<file path="config.mk">
export PLATFORM = sky130hd
export DESIGN_NAME = sid_mixer
export DESIGN_NICKNAME = d
export VERILOG_FILES = /design/src/rtl/sid_pkg.sv /design/src/rtl/sid_sat.sv /design/src/rtl/sid_mixer.sv
export SDC_FILE = /design/constraint.sdc
export NUM_CORES = 1
export LEC_CHECK = 0
export ABC_AREA = 0
export CORE_MARGIN = 8
export CORE_UTILIZATION = 45
export CTS_BUF_LIST = sky130_fd_sc_hd__clkbuf_4 sky130_fd_sc_hd__clkbuf_8
export CTS_CLUSTER_DIAMETER = 60
export DETAILED_ROUTE_END_ITERATION = 12
export GPL_TIMING_DRIVEN = 0
export MAX_ROUTING_LAYER = met4
export PLACE_DENSITY_LB_ADDON = 0.3
export SKIP_LAST_GASP = 1
export SLEW_MARGIN = 10
export SYNTH_ARGS = -nofsm -noshare
export SYNTH_HDL_FRONTEND = slang
export SYNTH_SLANG_ARGS = --single-unit
</file>
<file path="constraint.sdc">
create_clock -name clk -period 4.75 [get_ports clk]
set_input_delay 0.95 -clock clk [delete_from_list [all_inputs] [get_ports clk]]
set_output_delay 0.95 -clock clk [all_outputs]
set_load 0.01 [all_outputs]
</file>
<file path="src/rtl/sid_pkg.sv">
// Shared SID definitions: register addresses, mixer state encoding and
// accumulator width offsets relative to the nominal 16-bit sample width.
package sid_pkg;

  localparam logic [4:0] SID_FILT_RES = 5'h17;
  localparam logic [4:0] SID_MODE_VOL = 5'h18;

  localparam int SID_W  = 16;
  localparam int FACC_W = SID_W + 2;
  localparam int DACC_W = SID_W + 3;
  localparam int PROD_W = SID_W + 11;

  typedef enum logic [2:0] {
    MIX_IDLE  = 3'd0,
    MIX_VOICE = 3'd1,
    MIX_FILT  = 3'd2,
    MIX_MUL   = 3'd3,
    MIX_OUT   = 3'd4
  } mix_state_e;

endpackage

</file>
<file path="src/rtl/sid_sat.sv">
// Combinational signed saturator: clamps an IW-bit value into OW bits.
module sid_sat #(
  parameter int IW = 18,
  parameter int OW = 16
) (
  input  logic signed [IW-1:0] in_i,
  output logic signed [OW-1:0] out_o
);

  logic [IW-OW:0] top;

  always_comb begin
    top = in_i[IW-1:OW-1];
    if ((&top) || ~(|top)) begin
      out_o = in_i[OW-1:0];
    end else if (in_i[IW-1]) begin
      out_o = {1'b1, {(OW-1){1'b0}}};
    end else begin
      out_o = {1'b0, {(OW-1){1'b1}}};
    end
  end

endmodule

</file>
<file path="src/rtl/sid_mixer.sv">
// SID audio router and master volume: per tick, splits voices between filter
// input and dry path, folds in filter mode outputs, and scales by 4-bit volume.
module sid_mixer
  import sid_pkg::*;
#(
  parameter int W = 16
) (
  input  logic                clk,
  input  logic                rst,
  input  logic                clkEn,
  input  logic signed [W-1:0] iV1,
  input  logic signed [W-1:0] iV2,
  input  logic signed [W-1:0] iV3,
  input  logic signed [W-1:0] iExt,
  input  logic signed [W-1:0] iLP,
  input  logic signed [W-1:0] iBP,
  input  logic signed [W-1:0] iHP,
  input  logic                WR,
  input  logic [4:0]          ADDR,
  input  logic [7:0]          DATA,
  output logic signed [W-1:0] oFiltIn,
  output logic signed [W-1:0] oOut,
  output logic                oValid
);

  localparam int FW = W + (FACC_W - SID_W);
  localparam int DW = W + (DACC_W - SID_W);
  localparam int PW = W + (PROD_W - SID_W);

  function automatic logic signed [FW-1:0] fext(input logic signed [W-1:0] x);
    return FW'(x);
  endfunction

  function automatic logic signed [DW-1:0] dext(input logic signed [W-1:0] x);
    return DW'(x);
  endfunction

  function automatic logic signed [PW-1:0] pext(input logic signed [DW-1:0] x);
    return PW'(x);
  endfunction

  logic [3:0]          fen_q, fen_d;
  logic [7:0]          mv_q, mv_d;
  logic signed [W-1:0] src_q [4];
  logic signed [W-1:0] src_d [4];
  logic signed [W-1:0] lp_q, lp_d, bp_q, bp_d, hp_q, hp_d;
  logic [3:0]          sfen_q, sfen_d;
  logic [7:0]          smv_q, smv_d;
  mix_state_e          st_q, st_d;
  logic [2:0]          cnt_q, cnt_d;
  logic signed [FW-1:0] facc_q, facc_d;
  logic signed [DW-1:0] dacc_q, dacc_d;
  logic signed [PW-1:0] prod_q, prod_d;
  logic signed [W-1:0] filt_q, filt_d, out_q, out_d;
  logic                vld_q, vld_d;

  logic signed [W-1:0]  cur_src;
  logic [7:0]           vmul;
  logic signed [PW-1:0] prod_shr;
  logic signed [W-1:0]  sat_f, sat_o;

  assign cur_src  = src_q[cnt_q[1:0]];
  assign vmul     = {smv_q[3:0], smv_q[3:0]};
  assign prod_shr = prod_q >>> 8;

  sid_sat #(.IW(FW), .OW(W)) u_sat_filt (.in_i(facc_q),   .out_o(sat_f));
  sid_sat #(.IW(PW), .OW(W)) u_sat_out  (.in_i(prod_shr), .out_o(sat_o));

  always_comb begin
    fen_d  = fen_q;
    mv_d   = mv_q;
    src_d  = src_q;
    lp_d   = lp_q;
    bp_d   = bp_q;
    hp_d   = hp_q;
    sfen_d = sfen_q;
    smv_d  = smv_q;
    st_d   = st_q;
    cnt_d  = cnt_q;
    facc_d = facc_q;
    dacc_d = dacc_q;
    prod_d = prod_q;
    filt_d = filt_q;
    out_d  = out_q;
    vld_d  = 1'b0;

    if (WR && ADDR == SID_FILT_RES) fen_d = DATA[3:0];
    if (WR && ADDR == SID_MODE_VOL) mv_d  = DATA;

    case (st_q)
      MIX_VOICE: begin
        if (sfen_q[cnt_q[1:0]]) begin
          facc_d = facc_q + fext(cur_src);
        end else if (!(cnt_q == 3'd2 && smv_q[7])) begin
          dacc_d = dacc_q + dext(cur_src);
        end
        if (cnt_q == 3'd3) begin
          st_d  = MIX_FILT;
          cnt_d = 3'd0;
        end else begin
          cnt_d = cnt_q + 3'd1;
        end
      end
      MIX_FILT: begin
        filt_d = sat_f;
        dacc_d = dacc_q + (smv_q[4] ? dext(lp_q) : '0)
                        + (smv_q[5] ? dext(bp_q) : '0)
                        + (smv_q[6] ? dext(hp_q) : '0);
        st_d   = MIX_MUL;
        cnt_d  = 3'd0;
      end
      MIX_MUL: begin
        if (vmul[cnt_q]) prod_d = prod_q + (pext(dacc_q) <<< cnt_q);
        if (cnt_q == 3'd7) st_d = MIX_OUT;
        else cnt_d = cnt_q + 3'd1;
      end
      MIX_OUT: begin
        out_d = sat_o;
        vld_d = 1'b1;
        st_d  = MIX_IDLE;
      end
      default: ;
    endcase

    // A tick always restarts capture; any sample in flight is discarded.
    if (clkEn) begin
      src_d[0] = iV1;
      src_d[1] = iV2;
      src_d[2] = iV3;
      src_d[3] = iExt;
      lp_d     = iLP;
      bp_d     = iBP;
      hp_d     = iHP;
      sfen_d   = fen_q;
      smv_d    = mv_q;
      facc_d   = '0;
      dacc_d   = '0;
      prod_d   = '0;
      filt_d   = filt_q;
      out_d    = out_q;
      vld_d    = 1'b0;
      st_d     = MIX_VOICE;
      cnt_d    = 3'd0;
    end
  end

  always_ff @(posedge clk) begin
    if (rst) begin
      fen_q  <= '0;
      mv_q   <= '0;
      for (int i = 0; i < 4; i++) src_q[i] <= '0;
      lp_q   <= '0;
      bp_q   <= '0;
      hp_q   <= '0;
      sfen_q <= '0;
      smv_q  <= '0;
      st_q   <= MIX_IDLE;
      cnt_q  <= '0;
      facc_q <= '0;
      dacc_q <= '0;
      prod_q <= '0;
      filt_q <= '0;
      out_q  <= '0;
      vld_q  <= 1'b0;
    end else begin
      fen_q  <= fen_d;
      mv_q   <= mv_d;
      src_q  <= src_d;
      lp_q   <= lp_d;
      bp_q   <= bp_d;
      hp_q   <= hp_d;
      sfen_q <= sfen_d;
      smv_q  <= smv_d;
      st_q   <= st_d;
      cnt_q  <= cnt_d;
      facc_q <= facc_d;
      dacc_q <= dacc_d;
      prod_q <= prod_d;
      filt_q <= filt_d;
      out_q  <= out_d;
      vld_q  <= vld_d;
    end
  end

  assign oFiltIn = filt_q;
  assign oOut    = out_q;
  assign oValid  = vld_q;

endmodule

</file>
# == Word-level counts from Yosys, hierarchy flattened ==
# Cells that the tools add are included.
# Widths: inputs -> output; s select.
# totals
output_inout_bits,33
mem_count,0
latchBits,0
ramBits,0
romBits,0
in_bits,129
ff_bits,239
# classes
mux,25
n_reduce_logical,22
magnitude_cmp,3
n_mul,0
shifts,1
n_div,0
bitwise_logic,4
eq_ne,16
addsub,7
# ops
op,count
$mux 16,6
$mux 19,5
$add 19x19->19,3
$pmux 19 s2,1
$bmux 16 s2,1
$add 27x27->27,1
$sshl 19x3->27,1
$add 19x16->19,1
$add 18x16->18,1
$eq 3x2->1 const B,4
$mux 3,4
$pmux 3 s4,1
$reduce_and 3->1,4
$eq 5x5->1 const B,2
$ne 2x2->1 const B,5
$reduce_and 2->1,5
$pmux 3 s3,1
$eq 3x3->1 const B,2
$ne 3x3->1 const B,2
$reduce_bool 5->1,1
$lt 3x4->1 const B,1
$mux 1,4
$reduce_and 4->1,1
$reduce_bool 4->1,1
other kinds (15),20

# == Depth between registers and ports, before layout ==
# logic_depth
ltp_word,8
depth_mapped,18
mapped_depth_nobuf,15

# == Cells and area by module ==
# A second synthesis with hierarchy kept.
# hier_totals
hier_cells,1783
hier_area_um2,14983.1
# by_module_without_submodules
module,cells_per_inst,instances,seq_area_each_um2,area_per_inst_um2
sid_mixer,1685,1,4784.6,14420.1
sid_sat (u_sat_filt),54,1,0.0,320.3
sid_sat (u_sat_out),44,1,0.0,242.7

# == Worst setup path after synthesis ==
# Ideal clock, no wire load.
# synth_path
path_type,register to register
from,reg cnt_q[1]
to,reg dacc_q[18]
setup_time_ns,0.079
required_time_ns,4.671
slack_ns,0.733
n_path_buf,4
path_stages_with_launch,15
arrival_time_ns,3.938
path_cell_list,dfxtp_1 clkbuf_1 clkbuf_1 buf_1 mux4_2 ha_1 buf_4 and4_1 o2111ai_1 and3_1 o31ai_2 a2111oi_2 a41o_1 or3_1 o211ai_1
# synth_via
elab_chain_len,8
word_cells_on_any_way,15
classes_between,add/sub (1); eq/ne (3); mux (8); bitwise (1); reduce/logical (2)
# synth_rtl
element,line,rtl
from (decl),sid_mixer.sv:50,"logic [2:0] cnt_q, cnt_d;"
from (signal assigned),sid_mixer.sv:175,cnt_q <= cnt_d;
$not 2->3 (implied by the code),sid_mixer.sv:62,assign cur_src = src_q[cnt_q[1:0]];
$bmux 16 s2,sid_mixer.sv:62,
$mux 16 (implied by the code) (2 in a row),sid_mixer.sv:62,
$add 19x16->19,sid_mixer.sv:95,dacc_d = dacc_q + dext(cur_src);
$mux 19,sid_mixer.sv:94,end else if (!(cnt_q == 3'd2 && smv_q[7])) begin
$mux 19,sid_mixer.sv:92,if (sfen_q[cnt_q[1:0]]) begin
$pmux 19 s2,sid_mixer.sv:90,case (st_q)
to (signal assigned),sid_mixer.sv:160,dacc_q <= '0;
to (signal assigned),sid_mixer.sv:177,dacc_q <= dacc_d;
to (decl),sid_mixer.sv:52,"logic signed [DW-1:0] dacc_q, dacc_d;"
# Several ways; a longest one is shown, not always the timed one. The select of a mux whose other input is x is not followed.
# A chain may end at the register's enable or synchronous reset.

# == Final worst setup path ==
# Same ends and word-level chain as after synthesis.

==> results.yml <==
run_status:
  outcome: "completed"
logic_synthesis:
  seq_area_frac_synth_pct: 32.2
  synthDistinctLibCells: 83
  ys_warn_count: 0
  avgSynthCellArea_um2: 8.62
  synth-seq-cells: 239
  synthTopCellsByArea: "dfxtp_1 (32%), mux2i_1 (10%), ha_1 (7.1%)"
  yosys.area.top_type: "dfxtp_1"
  synthArstFlopShare_pct: 0
  syn_area_um2: 14900
  synth-edff-count: 0
  synth_cells: 1726
  synthesis.nets: 1978
  yosys_most_used_dff: "dfxtp_1"
  synth_top_area_share_pct: 32.2
  synth_common_cells: "nor2_1 (256), dfxtp_1 (239), nand2_1 (162)"
  yosysMostFrequentCell: "nor2_1"
global_routing:
  grt_max_degree: 13
  grt_overflow: 0
  grt_pass1_vias: 13200
  antenna_found_initial: 1
  track_usage_pct: 22.7
  grt_pass1_wl_um: 69500
floorplanning:
  die_area_um2: 39100
  ioPinCount: 162
  die_h_um: 198
  coreArea_um2: 32500
  rows: 66
  initial_core_util_pct: 45.7
  die_w_um: 198
route:
  vias: 13400
  wl_met2_um: 20200
  drt_pass1_iterations: 6
  wl_met3_um: 3060
  avgViaCountPerCell: 5.56
  wirelength_um: 44200
  remaining_drc_errors: 0
  drtIter0Drc: 1017
  ant_nets: 0
  highest_layer: "met4"
  wl_met1_um: 19500
  wl_per_cell_um: 18.4
layout:
  final_nets: 2185
  final_util_pct: 55.5
  fill_cells: 3049
  drive_gt1_share_pct: 7.58
  area_delta_synth_final_pct: 21.3
timing:
  fmax_mhz: 217
  slew_viol_final: 0
  maxSlewHeadroom_pct: 25.5
  holdWs_ns: 0.458
  timing.setup.tns_ns: 0
  hold_viol: 0
  rsz0062_at_grt: "yes"
  setup_slack_ns: 0.139
  tightest_slew_ns: 1.11
  setup_viol: 0
  skew_ns: 0.0377
  fin_crit_ns: 4.61
  period_share_pct: 97.1
clock_network:
  cts_hold_buffers: 0
  clock_latency_ns: 0.57
  clock-sinks: 239
  root_buffer: "clkbuf_8"
  clk_pin_slew_ns: 0.06
  cts_tree: "yes"
  cts_buffers: 44
  clockBufferDepth: 3
  htreeDepth: 2
setup_path:
  startpoint: "cnt_q[1]"
  arrival_ns: 5.08
  cp-end-kind: "flop"
  critPathKind: "reg -> reg"
  worstPathRequired_ns: 5.22
  r2r_start: "cnt_q[1]"
  crit_path_start_kind: "flop"
  crit_fanout: 10
placed_design:
  dpl.hpwl_um: 34800
  port_buffers: 161
  gp_congestion: 0.970
  pre_cts_ws_ns: -0.240
power_and_ir_drop:
  p_per_area_nw_per_um2: 272
  combPwrFrac_pct: 12.4
  p_seq_share_pct: 43.2
  p_clk_share_pct: 44.4
  p_int_w: 0.00363
  totalPowerFinal_w: 0.00490
  irDropWorstVdd_mv: 0.217
  swShare_pct: 25.9
  switchingPower_w: 0.00127
  p_leak_nw: 7.51
min_path:
  min_from: "prod_q[6]"
  min_path_type: "reg -> reg"
run:
  drv_cap: 0
## sequential cells by signal, indices dropped and copies added (netlist names), 3 cells and up
register / count
dacc_q: 19
src_q: 64
smv_q: 8
oOut: 16
lp_q: 16
prod_q: 27
hp_q: 16
facc_q: 18
sfen_q: 4
oFiltIn: 16
bp_q: 16
fen_q: 4
mv_q: 8
cnt_q: 3
st_q: 3
## stage by stage
| stage | cells | area, um2 |
|---|---|---|
| 2_1_floorplan | 1726 | 14900 |
| 3_3_place_gp | 2329 | 17000 |
| 3_5_place_dp | 2329 | 17000 |
| 4_1_cts | 2408 | 18000 |
| 5_1_grt | 2409 | 18000 |
| 6_report | 2409 | 18000 |
## worst max-delay path: stages, from the launching register on
cell,delay (ns)
dfxtp_1,0.36
clkbuf_1,0.38
clkbuf_2,0.33
buf_2,0.41
mux4_2,0.65
ha_1,0.32
buf_4,0.15
and4_1,0.20
o2111ai_1,0.16
and3_1,0.23
o31ai_2,0.50
a2111oi_2,0.14
a41o_1,0.23
or3_1,0.36
o211ai_1,0.08
## cell families after synthesis
| group | after synthesis | synth area share, % |
|---|---|---|
| DFF | 239 | 32.2 |
| AOI/OAI and AO/OA | 362 | 16.0 |
| buffers and inverters | 172 | 4.67 |
| adders and majority gates | 123 | 12.3 |
| xor gates and xnor gates | 57 | 3.36 |
| muxes | 176 | 13.7 |
| and+or+nand+nor | 597 | 17.8 |
## timing repair
item	in CTS	in global routing
endpoints found under the setup margin	4	6
setup buffers	0	0
gates cloned	0	0
gates resized for setup	6	6
## power by group through the flow
stage / Clock, W / Sequential (W) / Combinational (W)
6_report: 0.00218 / 0.00212 / 0.000609
5_1_grt: 0.00231 / 0.00212 / 0.000663
4_1_cts: 0.00222 / 0.00211 / 0.000606
3_5_place_dp: 0 / 0.00216 / 0.000603
3_3_place_gp: 0 / 0.00216 / 0.000592
2_1_floorplan: 0 / 0.00214 / 0.000370
## worst paths after layout
kind	to	cells past startpoint	slack (ns)
worst min register to register	prod_q[6]	2	0.46
worst max-delay path	dacc_q[18]	14	0.14
worst max register to register	dacc_q[18]	14	0.14
worst min-delay path	prod_q[6]	2	0.46
## final cells by class
type	count	area, um2	area share, %
multi-input combinational	1315	9400	52.1
sequential	239	4780	26.5
timing repair buffer	161	1610	8.93
clock buffer	69	868	4.81
tap	442	553	3.07
buffer	101	435	2.41
inverter	71	267	1.48
clock inverter	10	118	0.652
antenna	1	2.50	0.0139
## placed cells by master (no fill, tap or decap), types with 9 or more instances in the layout
cell type / count
o21a_1: 17
nor2_1: 256
nand3_1: 33
nand2_1: 162
a21o_1: 22
clkbuf_4: 13
nand2b_1: 9
o21bai_1: 12
a21oi_1: 131
dfxtp_1: 239
nand4_1: 13
xor2_1: 20
buf_1: 17
xnor2_1: 37
clkbuf_8: 58
o211ai_1: 13
nor3_1: 52
nor2b_1: 11
a31oi_1: 11
or3_1: 15
mux4_2: 21
clkdlybuf4s50_1: 161
clkbuf_1: 67
ha_1: 84
fa_1: 39
o21ai_0: 62
a211oi_1: 19
inv_1: 70
mux2i_1: 152
## metal layers
metal  track usage, %  vias to the layer above
li1                 -                     6516
met1             28.6                     6328
met2             36.1                      460
met3             4.31                       92
met4             7.85                        0
met5                -                        -
Note: power is estimated with default switching activity, not from simulation.
